==> src/rtl/mem_arb_pkg.sv <==
// Shared definitions for the data-memory arbiter.
//   state_e     : transaction FSM states
//   REQ_CPU/AUX : requester indices into req_i/we_i/gnt_o/done_o
//   RD_LAT_DEF  : default memory read latency in cycles
package mem_arb_pkg;

  typedef enum logic [1:0] {
    IDLE    = 2'd0,
    ISSUE   = 2'd1,
    CAPTURE = 2'd2,
    DONE    = 2'd3
  } state_e;

  localparam int REQ_CPU    = 0;
  localparam int REQ_AUX    = 1;
  localparam int RD_LAT_DEF = 2;

endpackage

==> src/rtl/rr_arb2.sv <==
// Two-way round-robin selector (purely combinational).
//   req    : request vector, bit 0 = CPU, bit 1 = auxiliary master
//   last   : index of the requester granted most recently
//   winner : index of the selected requester (meaningless when req == 0)
module rr_arb2
  import mem_arb_pkg::*;
(
  input  logic [1:0] req,
  input  logic       last,
  output logic       winner
);

  always_comb begin
    winner = 1'(REQ_CPU);
    if (req == 2'b11) winner = ~last;       // contended: the other one goes
    else if (req[REQ_AUX]) winner = 1'(REQ_AUX);
  end

endmodule

==> src/rtl/data_mem_arbiter.sv <==
// Arbitrates a single-port data memory between the CPU (requester 0) and an
// auxiliary master (requester 1). One transaction at a time:
//   IDLE -> ISSUE (1 cycle write / RD_LAT cycles read) -> [CAPTURE] -> DONE -> IDLE
// Ports:
//   clock, reset_n              : rising-edge clock, async active-low reset
//   req_i, we_i                 : per-requester request / write flag
//   addr0_i/addr1_i             : per-requester address
//   wdata0_i/wdata1_i           : per-requester write data
//   gnt_o, done_o               : one-cycle grant / completion pulses
//   rdata_o                     : data of the last completed read
//   busy_o                      : FSM not in IDLE
//   address_D, d_ena, wr_dena,
//   data_in, q_D                : memory side (wr_dena: 0 = write, 1 = read)
module data_mem_arbiter
  import mem_arb_pkg::*;
#(
  parameter int WIDTH  = 32,
  parameter int RD_LAT = RD_LAT_DEF
) (
  input  logic             clock,
  input  logic             reset_n,
  input  logic [1:0]       req_i,
  input  logic [1:0]       we_i,
  input  logic [WIDTH-1:0] addr0_i,
  input  logic [WIDTH-1:0] addr1_i,
  input  logic [WIDTH-1:0] wdata0_i,
  input  logic [WIDTH-1:0] wdata1_i,
  output logic [1:0]       gnt_o,
  output logic [1:0]       done_o,
  output logic [WIDTH-1:0] rdata_o,
  output logic             busy_o,
  output logic [WIDTH-1:0] address_D,
  output logic             d_ena,
  output logic             wr_dena,
  output logic [WIDTH-1:0] data_in,
  input  logic [WIDTH-1:0] q_D
);

  // Counter holds RD_LAT-1 down to 0 while a read sits in ISSUE.
  localparam int CW = (RD_LAT > 1) ? $clog2(RD_LAT) : 1;

  state_e           state_q, state_d;
  logic [CW-1:0]    cnt_q, cnt_d;
  logic             win_q, win_d;
  logic             last_q, last_d;
  logic             we_q, we_d;
  logic [WIDTH-1:0] addr_q, addr_d;
  logic [WIDTH-1:0] wdata_q, wdata_d;
  logic [WIDTH-1:0] rdata_q, rdata_d;
  logic [1:0]       gnt_q, gnt_d;
  logic             arb_win;

  rr_arb2 u_arb (
    .req    (req_i),
    .last   (last_q),
    .winner (arb_win)
  );

  // State register (and latched transaction context)
  always_ff @(posedge clock or negedge reset_n) begin
    if (!reset_n) begin
      state_q <= IDLE;
      cnt_q   <= '0;
      win_q   <= 1'b0;
      last_q  <= 1'b1;          // CPU wins the first contended round
      we_q    <= 1'b0;
      addr_q  <= '0;
      wdata_q <= '0;
      rdata_q <= '0;
      gnt_q   <= '0;
    end else begin
      state_q <= state_d;
      cnt_q   <= cnt_d;
      win_q   <= win_d;
      last_q  <= last_d;
      we_q    <= we_d;
      addr_q  <= addr_d;
      wdata_q <= wdata_d;
      rdata_q <= rdata_d;
      gnt_q   <= gnt_d;
    end
  end

  // Next-state logic. Operands are latched at grant so the requester's
  // inputs are ignored for the rest of the transaction.
  always_comb begin
    state_d = state_q;
    cnt_d   = cnt_q;
    win_d   = win_q;
    last_d  = last_q;
    we_d    = we_q;
    addr_d  = addr_q;
    wdata_d = wdata_q;
    rdata_d = rdata_q;
    gnt_d   = '0;
    case (state_q)
      IDLE: begin
        if (|req_i) begin
          state_d        = ISSUE;
          win_d          = arb_win;
          last_d         = arb_win;
          we_d           = we_i[arb_win];
          addr_d         = arb_win ? addr1_i : addr0_i;
          wdata_d        = arb_win ? wdata1_i : wdata0_i;
          cnt_d          = we_i[arb_win] ? '0 : CW'(RD_LAT - 1);
          gnt_d[arb_win] = 1'b1;
        end
      end
      ISSUE: begin
        if (we_q)            state_d = DONE;
        else if (cnt_q == 0) state_d = CAPTURE;
        else                 cnt_d   = cnt_q - 1'b1;
      end
      CAPTURE: begin
        rdata_d = q_D;
        state_d = DONE;
      end
      DONE:    state_d = IDLE;
      default: state_d = IDLE;
    endcase
  end

  // Outputs: memory side is only live in ISSUE, idle values elsewhere.
  always_comb begin
    d_ena     = 1'b0;
    wr_dena   = 1'b1;
    address_D = '0;
    data_in   = '0;
    done_o    = '0;
    busy_o    = (state_q != IDLE);
    case (state_q)
      ISSUE: begin
        d_ena     = 1'b1;
        wr_dena   = ~we_q;
        address_D = addr_q;
        data_in   = wdata_q;
      end
      DONE:    done_o[win_q] = 1'b1;
      default: ;
    endcase
  end

  assign gnt_o   = gnt_q;
  assign rdata_o = rdata_q;

endmodule
==> config.mk <==
export PLATFORM = sky130hd
export DESIGN_NAME = data_mem_arbiter
export DESIGN_NICKNAME = d
export VERILOG_FILES = /design/src/rtl/mem_arb_pkg.sv /design/src/rtl/rr_arb2.sv /design/src/rtl/data_mem_arbiter.sv
export SDC_FILE = /design/constraint.sdc
export NUM_CORES = 1
export LEC_CHECK = 0
export CORE_MARGIN = 8
export CORE_UTILIZATION = 39
export CTS_BUF_LIST = sky130_fd_sc_hd__clkbuf_4 sky130_fd_sc_hd__clkbuf_8 sky130_fd_sc_hd__clkbuf_16
export CTS_CLUSTER_DIAMETER = 50
export DETAILED_ROUTE_END_ITERATION = 8
export PLACE_DENSITY = 0.8
export SLEW_MARGIN = 20
export SYNTH_ARGS = -nofsm -noshare
export SYNTH_HDL_FRONTEND = slang
export SYNTH_SLANG_ARGS = --single-unit
==> constraint.sdc <==
create_clock -name clock -period 2.25 [get_ports clock]
set_clock_uncertainty 0.05 [all_clocks]
set_input_delay 0.225 -clock clock [delete_from_list [all_inputs] [get_ports clock]]
set_output_delay 0.225 -clock clock [all_outputs]
set_load 0.01 [all_outputs]
# Yosys cells after proc, flatten, opt, wreduce, memory -nomap -nowiden
# Cells that the tools add are included.
[word_totals] regBits=104 input_bits=166
[classes] n_addsub=1 order_cmp=4 eq_ne=7 mux=26 n_bitwise=2 n_reduce_logical=9
[op_table] cell="$mux 32" count=4
[op_table] cell="$mux 1" count=12
[op_table] cell="$mux 2" count=6
[op_table] cell="$pmux 2 s4" count=1
[op_table] cell="$eq 2x2->1 const B" count=3
[op_table] cell="$lt 1x2->1 const B" count=2
[op_table] cell="$ne 2x2->1 const B" count=2
[op_table] cell="$reduce_and 2->1" count=2
[op_table] cell="$reduce_bool 2->1" count=2
[op_table] cell="$ne 3x3->1 const B" count=1
[op_table] cell="$reduce_and 3->1" count=1
[op_table] cell="$demux 1 s1" count=2
[op_table] cell="$eq 2x1->1 const B" count=1
[op_table] cell="$ge 1x1->1 const B" count=2
[op_table] cell="$logic_and 1x1->1" count=2
[op_table] cell="$logic_not 2->1" count=1
[op_table] cell="$not 1->1" count=2
[op_table] cell="$pmux 1 s2" count=1
[op_table] cell="$reduce_or 2->1" count=1
[op_table] cell="$sub 1x1->1 const B" count=1

# Logic depth before layout (Yosys ltp)
# Gate-level depths: netlist of the first run.
[logic_depth] word_depth=8 ltp_mapped=7 mapped_depth_nobuf=5

# Cells and area by module
# Synthesis of the first run repeated with hierarchy kept, for this count alone.
[hier_totals] cells_unflattened=462 area_unflattened_um2=5161.2
[by_module_without_submodules] mod="data_mem_arbiter" n_inst=1 cells_each=461 area_each_um2=5149.9 seq_area_each_um2=2603.7
[by_module_without_submodules] mod="rr_arb2" n_inst=1 cells_each=1 area_each_um2=11.3 seq_area_each_um2=0.0

# Least setup slack after synthesis of the first run
# OpenSTA, ideal clock, no wires.
[synth_path] path_type="reg2reg" from="reg state_q[0]" to="reg state_q[1]" arrival_ns=1.641 required_time_ns=2.075 setup_slack_ns=0.434 stages_incl_launch_ff=6 path_buffers=0 synth_period_minus_slack_ns=1.816 path_cell_list="dfrtp_1 -> inv_1 -> ha_1 -> or3b_2 -> nand2_1 -> mux2_2"
[synth_between] elab_chain_len=3 elab_cells_between_ends=8 cone_classes="5 x eq/ne; 1 x mux; 2 x reduce/logical"
[synth_lines] item="start, declared" line_no="data_mem_arbiter.sv:42" rtl="state_e state_q, state_d;"
[synth_lines] item="start signal, assigned" line_no="data_mem_arbiter.sv:72" rtl="state_q <= state_d;"
[synth_lines] item="$eq 2x1->1 / $logic_not 2->1 (equally long branches)" line_no="data_mem_arbiter.sv:96" rtl="case (state_q)"
[synth_lines] item="$ne 3x3->1 (no source line) / $ne 2x2->1 (equally long branches)"
[synth_lines] item="$reduce_and 2->1 (no source line)"
# Several ways; a longest one is shown, not always the timed one.
# A chain may end at the register's enable or synchronous reset.

# Worst setup path in the final report of the first run
[layout_path] from="reg state_q[1]" to="out address_D[28]"
[layout_between] elab_chain_len=2
[layout_lines] item="$eq 2x1->1" line_no="data_mem_arbiter.sv:131" rtl="case (state_q)"
[layout_lines] item="$mux 32" line_no="data_mem_arbiter.sv:131"
[layout_lines] item="end, declared" line_no="data_mem_arbiter.sv:32" rtl="output logic [WIDTH-1:0] address_D,"
# Every way passes these cells.

==> results of run 1 <==
cell families (layout without fill, tap and decap cells):
kind of cell,Yosys count,count (layout),synth area share
muxes,67,67,0.145
AOI/OAI and AO/OA,73,73,0.114
DFF,104,104,0.525
buffers and inverters,38,302,0.0411
adders and majority gates,6,6,0.0151
and+or+nand+nor,140,140,0.160
cell usage in the layout (no fill, tap or decap), drive strengths merged, types with 2 or more instances in the layout:
master	n
o21ai	33
mux2	35
a221o	32
nand2	34
dfrtp	103
inv	4
dlygate4sd2	6
mux2i	32
clkdlybuf4s50	229
and3	32
clkinvlp	3
a21oi	2
dlymetal6s2s	32
nor2	2
and2	66
buf	15
ha	6
clkbuf	10
bufinv	2
layer usage:
layer / part of all wire / global-route usage / vias up
met5: 0 / 0 / -
li1: - / - / 2032
met1: 0.39 / 0.218 / 2098
met3: 0.062 / 0.0525 / 31
met4: 0.033 / 0.0947 / 0
met2: 0.52 / 0.349 / 149
through the flow:
stage                     setup slack (ps)  instance area (um2)  power, W  utilization  std cells
after global routing                 -2.35                 8260    0.0105        0.660        864
after floorplan                        434                 4960   0.00581            -        428
after CTS                             24.7                 8170    0.0100        0.653        864
after global placement                 267                 7820   0.00805        0.625        846
after detailed placement               140                 7820   0.00825        0.625        846
final                                 64.2                 8260   0.00985        0.660        864
cell type report:
class | instances | area [um2] | area share
Timing Repair Buffer | 283 | 2930 | 0.355
Sequential cell | 104 | 2610 | 0.316
Inverter | 3 | 11.3 | 0.00136
Clock buffer | 10 | 239 | 0.0289
Clock inverter | 6 | 91.3 | 0.0111
Tap cell | 172 | 215 | 0.0261
Multi-Input combinational cell | 286 | 2160 | 0.262
critical path, cell delays in order (launching register included):
cell	delay, ps
dfrtp_1	400
inv_2	120
ha_4	170
buf_12	170
and2_1	150
clkdlybuf4s50_1	550
how the worst max path moves through the flow:
stage               endpoint  cells past startpoint
6_report       address_D[28]                      5
5_1_grt           data_in[4]                      5
4_1_cts           data_in[5]                      5
3_5_place_dp       addr_q[0]                      5
3_3_place_gp     wdata_q[18]                      5
2_1_floorplan     state_q[1]                      5
registers in the layout, summed over array words and instances (netlist names):
register,count
addr_q,32
cnt_q,1
gnt_o,2
last_q,1
rdata_o,32
state_q,2
wdata_q,32
we_q,1
win_q,1
power breakdown:
part	switching, W	internal (W)
sequential	0.000492	0.00282
combinational	0.00211	0.00271
clock	0.000706	0.00101
timing repair:
action / in CTS / in global routing
buffers inserted: 1 / 0
endpoints found under the setup margin: 64 / 35
gates resized for setup: 8 / 33
hold buffers: 1 / 0
hold endpoints to repair: 30 / 0
==> results.json, run 1 <==
{
  "via_per_inst": 4.99,
  "cts_sinks": 104,
  "route.detailed.drc": 0,
  "reg2reg_from": "state_q[0]",
  "die_h_um": 129,
  "antenna_found_initial": 0,
  "ys_seq_area_frac": 0.525,
  "cts-root-buf": "clkbuf_16",
  "synth_top_area_cell": "dfrtp_1",
  "grt_pass1_wl_um": 25500,
  "yosys_most_used_dff": "dfrtp_1",
  "max_freq_mhz": 457,
  "overflow": 0,
  "cts_max_level": 3,
  "io_pins": 269,
  "hold_slack_ps": 326,
  "final_nets": 859,
  "slew_headroom": 0.701,
  "place_congestion": 0.780,
  "fin_setup_tns_ps": 0,
  "finalCritPeriodShare": 0.971,
  "worst_pin_slew_ps": 449,
  "crit_path_end_kind": "primary output",
  "postSynthCellCount": 428,
  "wl_per_cell_um": 19.3,
  "irDropWorstVdd_mv": 0.630,
  "yosysMostFrequentCell": "dfrtp_1",
  "port_buffers": 268,
  "leakagePower_nw": 4.11,
  "core_mm2": 0.0125,
  "final_antenna_net_count": 0,
  "finalCriticalPeriod_ps": 2190,
  "synth_top_area_frac": 0.520,
  "cp.required_ps": 1980,
  "hpwl_um": 12900,
  "drive_above_1_share": 0.108,
  "grt_use_total": 0.198,
  "synth_cell_types": 35,
  "drt_iter0_drc": 194,
  "cts_max_path_buffers": 2,
  "ys_top_cells_by_area": "dfrtp_1 52%, and2_1 8.3%, mux2_2 7.5%",
  "core.rowCount": 41,
  "synth_area_per_cell_um2": 11.6,
  "status": "complete, no violations",
  "start_kind": "register",
  "nFillCells": 1008,
  "async_flop_share": 1.00,
  "syn2layout_area_growth_pct": 66.5,
  "die_w_um": 129,
  "path_clk_slew_ps": 70,
  "cp_max_fo": 34,
  "syn_nets": 600,
  "cts_made_buffers": 9,
  "cp.arrival_ps": 1910,
  "ys_warn_count": 0,
  "antenna-diode-count": 0,
  "reg2regPathDepth": 5,
  "crit_type": "reg2out",
  "synthTopCellsByCount": "103 x dfrtp_1, 66 x and2_1, 34 x nand2_1, 33 x mux2_2",
  "synth-edff-count": 0,
  "insertion_delay_ps": 340,
  "initial_core_util": 0.396,
  "maxSlewViolCount": 0,
  "ys_ff_latch": 104,
  "dr.pass1.iters": 4,
  "reg2reg_to": "state_q[1]",
  "die-area_mm2": 0.0166,
  "hold_path_class": "in2async",
  "routed_wl_um": 16600,
  "setup_viol": 0,
  "cts_tree": "yes",
  "grt_pass1_vias": 4795,
  "hold_viol": 0,
  "crit_start": "state_q[1]",
  "regToRegSetupSlack_ps": 240,
  "max_cap_viol_count": 0,
  "p_per_area_mw_per_mm2": 1190,
  "num_vias": 4310,
  "grt_max_degree": 56,
  "synth_area_mm2": 0.00496
}
Note: power is estimated with default switching activity, not from simulation.
==> run 2, diff against run 1 <==
- CORE_UTILIZATION: 39 -> 35
- PLACE_DENSITY: 0.8 -> unset
- PLACE_DENSITY_LB_ADDON: unset -> 0.05
==> run 2 against run 1 <==
Sequential share of layout area rose by 0.24 points. Sequential cell count did not move. Via count fell by 2.4%. Critical path type unchanged. First-iteration DRC count did not move. Routed wire length fell by 2.2%. Clock power fell by 12%. Final cell count rose by 0.93%. Global-route usage fell by 2.2 points. Count of clock-buffer cells in the layout did not move. Die area rose by 10%. Worst setup slack improved by 16 ps.
==> results.json, run 2 (synthesis gave the netlist of run 1 again) <==
{
  "status": "complete, no violations",
  "die_h_um": 135,
  "route.detailed.drc": 0,
  "place_ws_ps": 213,
  "num_vias": 4206,
  "antenna_found_initial": 0,
  "stdcell_count": 872,
  "max_freq_mhz": 461,
  "nFillCells": 1194,
  "hold_path_class": "in2async",
  "cts_sinks": 104,
  "die_w_um": 135,
  "die-area_mm2": 0.0182,
  "dpl.cell_count": 852,
  "crit_type": "reg2out",
  "path_clk_slew_ps": 70,
  "irDropWorstVdd_mv": 0.659,
  "final_common_cell": "clkdlybuf4s50_1",
  "core_mm2": 0.0139,
  "cp.arrival_ps": 1890,
  "port_buffers": 268,
  "drt_iter0_drc": 194,
  "grt_use_total": 0.176,
  "syn2layout_area_growth_pct": 65.2,
  "setup_slack_ps": 80.2,
  "cts_max_level": 3,
  "finalCriticalPeriod_ps": 2170,
  "cts_made_buffers": 9,
  "final_antenna_net_count": 0,
  "worst_pin_slew_ps": 546,
  "p_per_area_mw_per_mm2": 1180,
  "overflow": 0,
  "path_cells": "inv_2 > ha_4 > buf_12 > and2_1 > clkdlybuf4s50_1",
  "cp_max_fo": 22,
  "start_kind": "register",
  "dr.pass1.iters": 4,
  "initial_core_util": 0.357,
  "max_stage_delay_ps": 550,
  "grt_pass1_vias": 4628,
  "grt_max_degree": 99,
  "max_cap_viol_count": 0,
  "crit_path_end_kind": "primary output",
  "final_nets": 859,
  "via_per_inst": 4.82,
  "wl_per_cell_um": 18.6,
  "insertion_delay_ps": 340,
  "grt_pass1_wl_um": 25200,
  "finalCritPeriodShare": 0.964,
  "drive_above_1_share": 0.107,
  "layout_common_cells": "235 x clkdlybuf4s50_1, 103 x dfrtp_1, 66 x and2_1, 34 x nand2_1, 33 x mux2_2",
  "cts_tree": "yes",
  "cts-root-buf": "clkbuf_16",
  "cp_slowest_cell": "clkdlybuf4s50_1",
  "leakagePower_nw": 3.82,
  "cp.required_ps": 1980,
  "io_pins": 269,
  "slew_headroom": 0.636,
  "rsz0062_at_grt": "no",
  "hold_viol": 0,
  "maxSlewViolCount": 0,
  "fin_setup_tns_ps": 0,
  "cts_max_path_buffers": 2,
  "antenna-diode-count": 0,
  "core.rowCount": 43,
  "place_congestion": 0.791,
  "setup_viol": 0,
  "routed_wl_um": 16300,
  "hpwl_um": 12200
}
==> run 2: area by class of cell <==
cell class,instances,area [um2],area share
clock inverters,6,51.3,0.00626
clock buffers,10,239,0.0292
flip-flops and latches,104,2600,0.318
inverters,3,11.3,0.00137
repair buffers,283,2900,0.354
well taps,180,225,0.0275
multi-input cells,286,2160,0.264
==> run 2: power breakdown <==
group          leakage, nW  total, W  internal, W  switching [W]
sequential            1.26   0.00327      0.00282       0.000456
combinational         2.42   0.00486      0.00275        0.00211
clock                0.140   0.00151     0.000795       0.000716
==> run 2: timing repair <==
item                                   in CTS  in global routing
buffers inserted                            1                  1
setup endpoints to repair                  64                 26
resized for setup                          25                 12
cloned                                      1                  0
hold buffers                                1                  0
endpoints found under the hold margin      38                  0
==> run 2: path summary, 6_finish.rpt <==
| check | from | to | slack (ps) | cells past startpoint |
|---|---|---|---|---|
| hold reg to reg | addr_q[1] | addr_q[1] | 430 | 2 |
| min in group clock | addr_q[1] | addr_q[1] | 430 | 2 |
| setup / recovery | state_q[1] | data_in[7] | 80 | 5 |
| setup reg to reg | state_q[0] | we_q | 150 | 6 |
| hold / removal | reset_n | rdata_o[27] | 360 | 2 |
| max in group asynchronous | reset_n | addr_q[30] | 1000 | 3 |
==> run 2: per-stage QoR <==
stage	hold slack (ps)	util	total power [W]	instance area [um2]
floorplan	-121	-	0.00581	4960
global placement	199	0.563	0.00805	7820
detailed placement	203	0.563	0.00819	7820
CTS	370	0.587	0.00979	8150
global route	414	0.590	0.0103	8190
finish	356	0.590	0.00964	8190
==> run 2: layer usage <==
| layer | part of all wire | track usage |
|---|---|---|
| met5 | 0 | 0 |
| met4 | 0.016 | 0.0506 |
| met3 | 0.093 | 0.0628 |
| met2 | 0.49 | 0.307 |
| met1 | 0.40 | 0.198 |
==> run 2: worst max-delay path: cells and delay by family (launching register included) <==
family | cells | cell delay, ps
adder cells (fa/ha/maj) | 1 | 170
buffers and inverters | 3 | 810
flip-flops | 1 | 400
AND/OR/NAND/NOR | 1 | 170
==> run 3, diff against run 2 <==
- HOLD_SLACK_MARGIN: unset -> 0.02
==> results of run 3 <==
No change in the layout: final DEF, timing and power equal those of run 2.
